<file path="src/rtl/noc_channel_arbiter_if.sv">
`default_nettype none
// ============================================================================
// Module   : noc_channel_arbiter_if
// Brief    : Requester-side and shared-channel two-phase bundle for the
//            NoC channel arbiter.
// Revision : 1.0
// ============================================================================
interface noc_channel_arbiter_if #(
  parameter int NUM_CH     = 4,
  parameter int WORD_WIDTH = 32
);
  localparam int c_idx_w = $clog2(NUM_CH);

  logic [NUM_CH-1:0]            req_in;
  logic [NUM_CH*WORD_WIDTH-1:0] data_in;
  logic [NUM_CH-1:0]            ch_enable;
  logic [NUM_CH-1:0]            ack_in;
  logic                         req_out;
  logic [WORD_WIDTH-1:0]        data_out;
  logic                         ack_out;
  logic [c_idx_w-1:0]           grant_id;
  logic                         busy;

  // master drives requests and the downstream acknowledge; slave is the arbiter
  modport master (
    output req_in, data_in, ch_enable, ack_out,
    input  ack_in, req_out, data_out, grant_id, busy
  );

  modport slave (
    input  req_in, data_in, ch_enable, ack_out,
    output ack_in, req_out, data_out, grant_id, busy
  );
endinterface
`default_nettype wire

</file>
<file path="src/rtl/noc_channel_arbiter.sv">
`default_nettype none
// ============================================================================
// Module   : noc_channel_arbiter
// Brief    : Round-robin arbiter sharing one two-phase pipeline channel among
//            NUM_CH two-phase requesters.
// Revision : 1.0
// ============================================================================
module noc_channel_arbiter #(
  parameter int NUM_CH     = 4,
  parameter int WORD_WIDTH = 32
) (
  input wire                   clk,
  input wire                   reset,
  noc_channel_arbiter_if.slave bus
);
  localparam int                 c_idx_w    = $clog2(NUM_CH);
  localparam logic [c_idx_w-1:0] c_last_idx = c_idx_w'(NUM_CH - 1);
  localparam logic [c_idx_w-1:0] c_one_idx  = c_idx_w'(1);

  typedef enum logic [0:0] {
    ST_IDLE = 1'b0,
    ST_WAIT = 1'b1
  } state_t;

  state_t                r_state;
  state_t                w_state_nxt;
  logic [NUM_CH-1:0]     r_ack_in;
  logic                  r_req_out;
  logic [WORD_WIDTH-1:0] r_data_out;
  logic [c_idx_w-1:0]    r_grant_id;
  logic [c_idx_w-1:0]    r_rr_ptr;
  logic                  r_busy;

  logic [NUM_CH-1:0]     w_eligible;
  logic [WORD_WIDTH-1:0] w_words [NUM_CH];
  logic [c_idx_w-1:0]    w_cand;
  logic [c_idx_w-1:0]    w_sel;
  logic                  w_found;
  logic                  w_out_free;
  logic                  w_grant;
  logic                  w_release;

  generate
    for (genvar gi = 0; gi < NUM_CH; gi++) begin : g_unpack
      assign w_words[gi] = bus.data_in[gi*WORD_WIDTH +: WORD_WIDTH];
    end
  endgenerate

  // Pending is judged against the registered ack_in, so a just-released
  // channel cannot be re-granted on the edge it is acknowledged.
  assign w_eligible = (bus.req_in ^ r_ack_in) & bus.ch_enable;
  assign w_out_free = (bus.ack_out == r_req_out);

  // First eligible index starting just after the last winner, with wrap.
  always_comb begin
    w_found = 1'b0;
    w_sel   = '0;
    w_cand  = r_rr_ptr;
    for (int k = 0; k < NUM_CH; k++) begin
      w_cand = (w_cand == c_last_idx) ? '0 : w_cand + c_one_idx;
      if (!w_found && w_eligible[w_cand]) begin
        w_found = 1'b1;
        w_sel   = w_cand;
      end
    end
  end

  always_comb begin
    w_state_nxt = r_state;
    w_grant     = 1'b0;
    w_release   = 1'b0;
    case (r_state)
      ST_IDLE: begin
        if (w_found && w_out_free) begin
          w_grant     = 1'b1;
          w_state_nxt = ST_WAIT;
        end
      end
      ST_WAIT: begin
        if (w_out_free) begin
          w_release   = 1'b1;
          w_state_nxt = ST_IDLE;
        end
      end
      default: w_state_nxt = ST_IDLE;
    endcase
  end

  always_ff @(posedge clk) begin
    if (reset) begin
      r_state <= ST_IDLE;
    end else begin
      r_state <= w_state_nxt;
    end
  end

  always_ff @(posedge clk) begin
    if (reset) begin
      r_ack_in   <= '0;
      r_req_out  <= 1'b0;
      r_data_out <= '0;
      r_grant_id <= '0;
      r_rr_ptr   <= c_last_idx;
      r_busy     <= 1'b0;
    end else begin
      if (w_grant) begin
        r_data_out <= w_words[w_sel];
        r_req_out  <= ~r_req_out;
        r_grant_id <= w_sel;
        r_busy     <= 1'b1;
      end
      if (w_release) begin
        r_ack_in[r_grant_id] <= ~r_ack_in[r_grant_id];
        r_rr_ptr             <= r_grant_id;
        r_busy               <= 1'b0;
      end
    end
  end

  assign bus.ack_in   = r_ack_in;
  assign bus.req_out  = r_req_out;
  assign bus.data_out = r_data_out;
  assign bus.grant_id = r_grant_id;
  assign bus.busy     = r_busy;

endmodule
`default_nettype wire
</file>
<file path="src/flat_wrapper.sv">
// flat-port wrapper written by rule: the top's interface ports become plain ports
module noc_channel_arbiter_flat 
#(
  parameter int NUM_CH     = 4,
  parameter int WORD_WIDTH = 32
)
  (clk, reset, bus_req_in, bus_data_in, bus_ch_enable, bus_ack_out, bus_ack_in, bus_req_out, bus_data_out, bus_grant_id, bus_busy);
  noc_channel_arbiter_if #(.NUM_CH(NUM_CH), .WORD_WIDTH(WORD_WIDTH)) bus_i ();
  input wire clk;
  input wire reset;
  input wire logic [$bits(bus_i.req_in)-1:0] bus_req_in;
  input wire logic [$bits(bus_i.data_in)-1:0] bus_data_in;
  input wire logic [$bits(bus_i.ch_enable)-1:0] bus_ch_enable;
  input wire logic [$bits(bus_i.ack_out)-1:0] bus_ack_out;
  output wire logic [$bits(bus_i.ack_in)-1:0] bus_ack_in;
  output wire logic [$bits(bus_i.req_out)-1:0] bus_req_out;
  output wire logic [$bits(bus_i.data_out)-1:0] bus_data_out;
  output wire logic [$bits(bus_i.grant_id)-1:0] bus_grant_id;
  output wire logic [$bits(bus_i.busy)-1:0] bus_busy;
  assign bus_i.req_in = bus_req_in;
  assign bus_i.data_in = bus_data_in;
  assign bus_i.ch_enable = bus_ch_enable;
  assign bus_i.ack_out = bus_ack_out;
  assign bus_ack_in = bus_i.ack_in;
  assign bus_req_out = bus_i.req_out;
  assign bus_data_out = bus_i.data_out;
  assign bus_grant_id = bus_i.grant_id;
  assign bus_busy = bus_i.busy;
  noc_channel_arbiter #(.NUM_CH(NUM_CH), .WORD_WIDTH(WORD_WIDTH)) u_core (.clk(clk), .reset(reset), .bus(bus_i));
endmodule
</file>
<file path="config.mk">
export PLATFORM = sky130hd
export DESIGN_NAME = noc_channel_arbiter_flat
export DESIGN_NICKNAME = d
export VERILOG_FILES = /design/src/rtl/noc_channel_arbiter_if.sv /design/src/rtl/noc_channel_arbiter.sv /design/src/flat_wrapper.sv
export SDC_FILE = /design/constraint.sdc
export NUM_CORES = 1
export LEC_CHECK = 0
export BUFFER_PORTS_ARGS = -buffer_cell sky130_fd_sc_hd__buf_2
export CORE_MARGIN = 3
export CORE_UTILIZATION = 49
export CTS_BUF_LIST = sky130_fd_sc_hd__clkbuf_8
export DETAILED_ROUTE_END_ITERATION = 8
export GPL_ROUTABILITY_DRIVEN = 0
export PLACE_DENSITY = 0.95
export SYNTH_ARGS = -nofsm -noshare
export SYNTH_HDL_FRONTEND = slang
export SYNTH_SLANG_ARGS = --single-unit
export TNS_END_PERCENT = 30
</file>
<file path="constraint.sdc">
create_clock -name clk -period 6.2 [get_ports clk]
set_clock_uncertainty 0.05 [all_clocks]
set_input_delay 0.62 -clock clk [delete_from_list [all_inputs] [get_ports clk]]
set_output_delay 0.62 -clock clk [all_outputs]
set_load 0.05 [all_outputs]
</file>
==> impl_results.md <==
- GR Util met3: 0.0550
- RSZ-0062 raised after global routing: no
- Post-Syn Instances: 333
- Finish-stage setup viols: 0
- Die Height: 84.2 µm
- Met2 Track Usage GR: 0.454
- Synthesis Warnings: 0
- Die area: 7090 µm²
- Total Neg Setup Slack: 0 ps
- Synth Area per Inst: between 8 and 9 µm²
- Io pins: around 180
- GRT Overall Usage: 0.257
- Clock-pin slew on the worst setup and hold paths: ~100 ps
- Achievable Freq: between 300 and 400 MHz
- Gr busiest metal: met2
- Setup WS post-layout: between 3000 and 4000 ps
- Crit path DAT: 3270 ps
- Period utilization: 0.502
- Layout cell share with drive strength beyond 1: 0.472
- Number of remaining DRC errors: 0
- Slew @ Worst Pin: 1320 ps
- Distinct cells, synth: 36
- Global route overflow: 0
- Synth Register Bits: between 40 and 50
- Core ar.: 5710 µm²
- Setup repair bufs after CTS: 0
- Crit end category: register
- Detail Placement HPWL: 6700 µm
- Post-Place Setup Slack: 2790 ps
- Reg2reg end: u_core.bus.data_out[13]
- Non-filler instance count after layout: between 500 and 600
- Status: finished clean
- Sink Count: 43
- Ant. Diodes: 0
- Period minus WS final: roughly 3100 ps
- CTS Buf Count: 5
- Hold Path Class: register to register
- Power Density: 370 nW/µm²
- Layout Utilization: 0.685
- R2R depth: 8
- Synth Net Count: 473
- DRT Wirelength: approximately 9600 µm
- Slew Limit Fails: 0
- Relative slew slack: 0.120
- Initial antenna violation count: 0
- # nets final: approximately 620
- Cts hold-fix bufs: 0
- Pre-antenna DRT Iters: 4
- Crit start category: register
- Vias in the first global route: 3207
- Post_cts resized: 0
- Vias per Instance: 6.02
- GR Util met1: 0.304
- Critical Setup Path Class: register to register
- Max Root-Sink Buffers: 2
- Die X: 84.2 µm
- Cell area after synthesis: 3000 µm²
- H-Tree Depth: 2
- Post-synthesis sequential area ratio: 0.287
- Worst R2R Setup Slack: about 3100 ps
- FP Rows: 27
- First-pass GRT wire length: 15200 µm
- Crit. Startpoint: u_core.r_rr_ptr[0]
- Clock Latency Late Sink: 300 ps
- Iter 0 DRT Violations: 173
- Max-cap violation count: 0
- Initial core utilization: 0.525
- CTS Root Cell: clkbuf_8
- Filler Cell Count: 479
- End of the critical path: u_core.bus.data_out[13]
- FF-to-FF Start: u_core.r_rr_ptr[0]
- Leakage power: 0.00183 µW
- Pin count of the biggest net entering global routing: 66
- Area Overhead vs Synth: 30.5%
- Cell count after placement: ~550
- Required time worst endpoint: between 6000 and 7000 ps
- DRT antenna net count: 0
- PortBufs: 178
- Critical Path Fanout Max: 65
- Hold Vio Cnt, Final: 0
- Detailed-route wire length per cell: 17.2 µm
- CTS tree: yes
- Max IR drop VDD: 256 µV
- Total number of vias: 3354
[kinds of logic after synthesis]
kind of cell | count (synthesis) | synth area share
buffers and inverters | 38 | 0.0819
AOI/OAI and AO/OA | 105 | 0.346
muxes | 2 | 0.00668
xor gates and xnor gates | 11 | 0.0397
and+or+nand+nor | 133 | 0.234
adders and majority gates | 1 | 0.00418
DFF | 43 | 0.287
[layer usage]
layer | wire length (µm) | up-vias
met5 | 0 | -
met1 | 3750 | 1541
met4 | 269 | 0
li1 | - | 1589
met2 | 4790 | 193
met3 | 783 | 31
[synth_stat cells]
cell | n | area (µm²)
buf_6 | 12 | 135
o31ai_2 | 13 | 163
nor3_1 | 2 | 10.0
nand3b_1 | 2 | 15.0
a21oi_1 | 2 | 10.0
o31ai_1 | 19 | 143
or2_2 | 1 | 6.26
a211oi_1 | 32 | 240
nor2_2 | 1 | 6.26
xor2_1 | 4 | 35.0
nor2_1 | 14 | 52.6
ha_1 | 1 | 12.5
and2_1 | 3 | 18.8
a311oi_4 | 1 | 26.3
xnor2_1 | 4 | 35.0
a2111oi_1 | 15 | 150
and2b_1 | 1 | 7.51
xor2_2 | 3 | 48.8
and3_1 | 64 | 400
o22a_1 | 1 | 8.76
nand2b_4 | 1 | 13.8
inv_1 | 1 | 3.75
a2111oi_0 | 4 | 35.0
nand3_1 | 3 | 15.0
mux2i_1 | 2 | 20.0
nand2_2 | 1 | 6.26
clkbuf_2 | 1 | 5.00
a22o_4 | 1 | 17.5
clkbuf_1 | 15 | 56.3
a22oi_1 | 1 | 7.51
o2111ai_2 | 2 | 30.0
buf_2 | 9 | 45.0
a2111oi_2 | 13 | 195
nand2_1 | 40 | 150
dfxtp_1 | 43 | 861
a32o_1 | 1 | 10.0
[critical path, stage by stage (launching register included)]
cell and delay (ps):
dfxtp_1 350, ha_1 210, or2_2 290, nand3_1 160, o2111ai_4 640, nand2_2 200
buf_4 610, a211oi_1 170, o31ai_1 310
[stage by stage]
| stage | total power (µW) | cell area, µm² | hold slack, ps |
|---|---|---|---|
| final | 1450 | 3910 | 410 |
| after global routing | 1530 | 3910 | 429 |
| after CTS | 1440 | 3880 | 411 |
| after detailed placement | 1260 | 3790 | 391 |
| after global placement | 1230 | 3790 | 381 |
| after floorplan | 1080 | 3000 | 395 |
[where the power goes]
group	leakage, µW	total (µW)	internal [µW]	switching, µW
registers	0.000352	402	352	49.3
logic	0.00144	860	263	597
clock network	0.0000408	188	80.7	107
total	0.00183	1450	696	753
[worst min path at each step]
stage	startpoint	endpoint	slack, ps	cells after the start
6_report	u_core.bus.data_out[20]	u_core.bus.data_out[20]	410	2
2_1_floorplan	u_core.r_rr_ptr[1]	u_core.r_rr_ptr[1]	400	2
3_5_place_dp	u_core.bus.data_out[20]	u_core.bus.data_out[20]	390	2
4_1_cts	u_core.bus.data_out[20]	u_core.bus.data_out[20]	410	2
5_1_grt	u_core.bus.data_out[0]	u_core.bus.data_out[0]	430	2
3_3_place_gp	u_core.bus.data_out[0]	u_core.bus.data_out[0]	380	2
[flip-flops by register name, indices dropped and copies added (netlist names)]
register	flops
u_core.r_rr_ptr	2
u_core.bus.busy	1
u_core.bus.ack_in	4
u_core.r_state	1
u_core.bus.data_out	32
u_core.bus.grant_id	2
u_core.bus.req_out	1
[layout by cell type, fill, tap and decap left out, drive strengths merged]
| cell type | Yosys | layout |
|---|---|---|
| a22oi | 1 | 1 |
| inv | 1 | 2 |
| xnor2 | 4 | 4 |
| nand2b | 1 | 1 |
| nand3b | 2 | 2 |
| or2 | 1 | 1 |
| a21oi | 2 | 2 |
| clkbuf | 16 | 5 |
| nor3 | 2 | 2 |
| a311oi | 1 | 1 |
| o31ai | 32 | 32 |
| o2111ai | 2 | 2 |
| nand2 | 41 | 41 |
| buf | 21 | 181 |
| nand3 | 3 | 3 |
| a32o | 1 | 1 |
| xor2 | 7 | 7 |
| and2 | 3 | 3 |
| ha | 1 | 1 |
| a2111oi | 32 | 32 |
| dfxtp | 43 | 43 |
| clkinvlp | 0 | 2 |
| nor2 | 15 | 15 |
| and2b | 1 | 1 |
| and3 | 64 | 64 |
| o22a | 1 | 1 |
| a211oi | 32 | 32 |
| mux2i | 2 | 2 |
| a22o | 1 | 1 |
[final cells by class]
class	instances	area (µm²)	area share
sequential	43	861	0.220
tap	72	90.1	0.0230
multi-input combinational	252	1930	0.493
clock buffer	5	68.8	0.0176
timing repair buffer	181	933	0.239
inverter	1	3.75	0.000960
clock inverter	3	23.8	0.00608
Note: power is estimated with default switching activity, not from simulation.
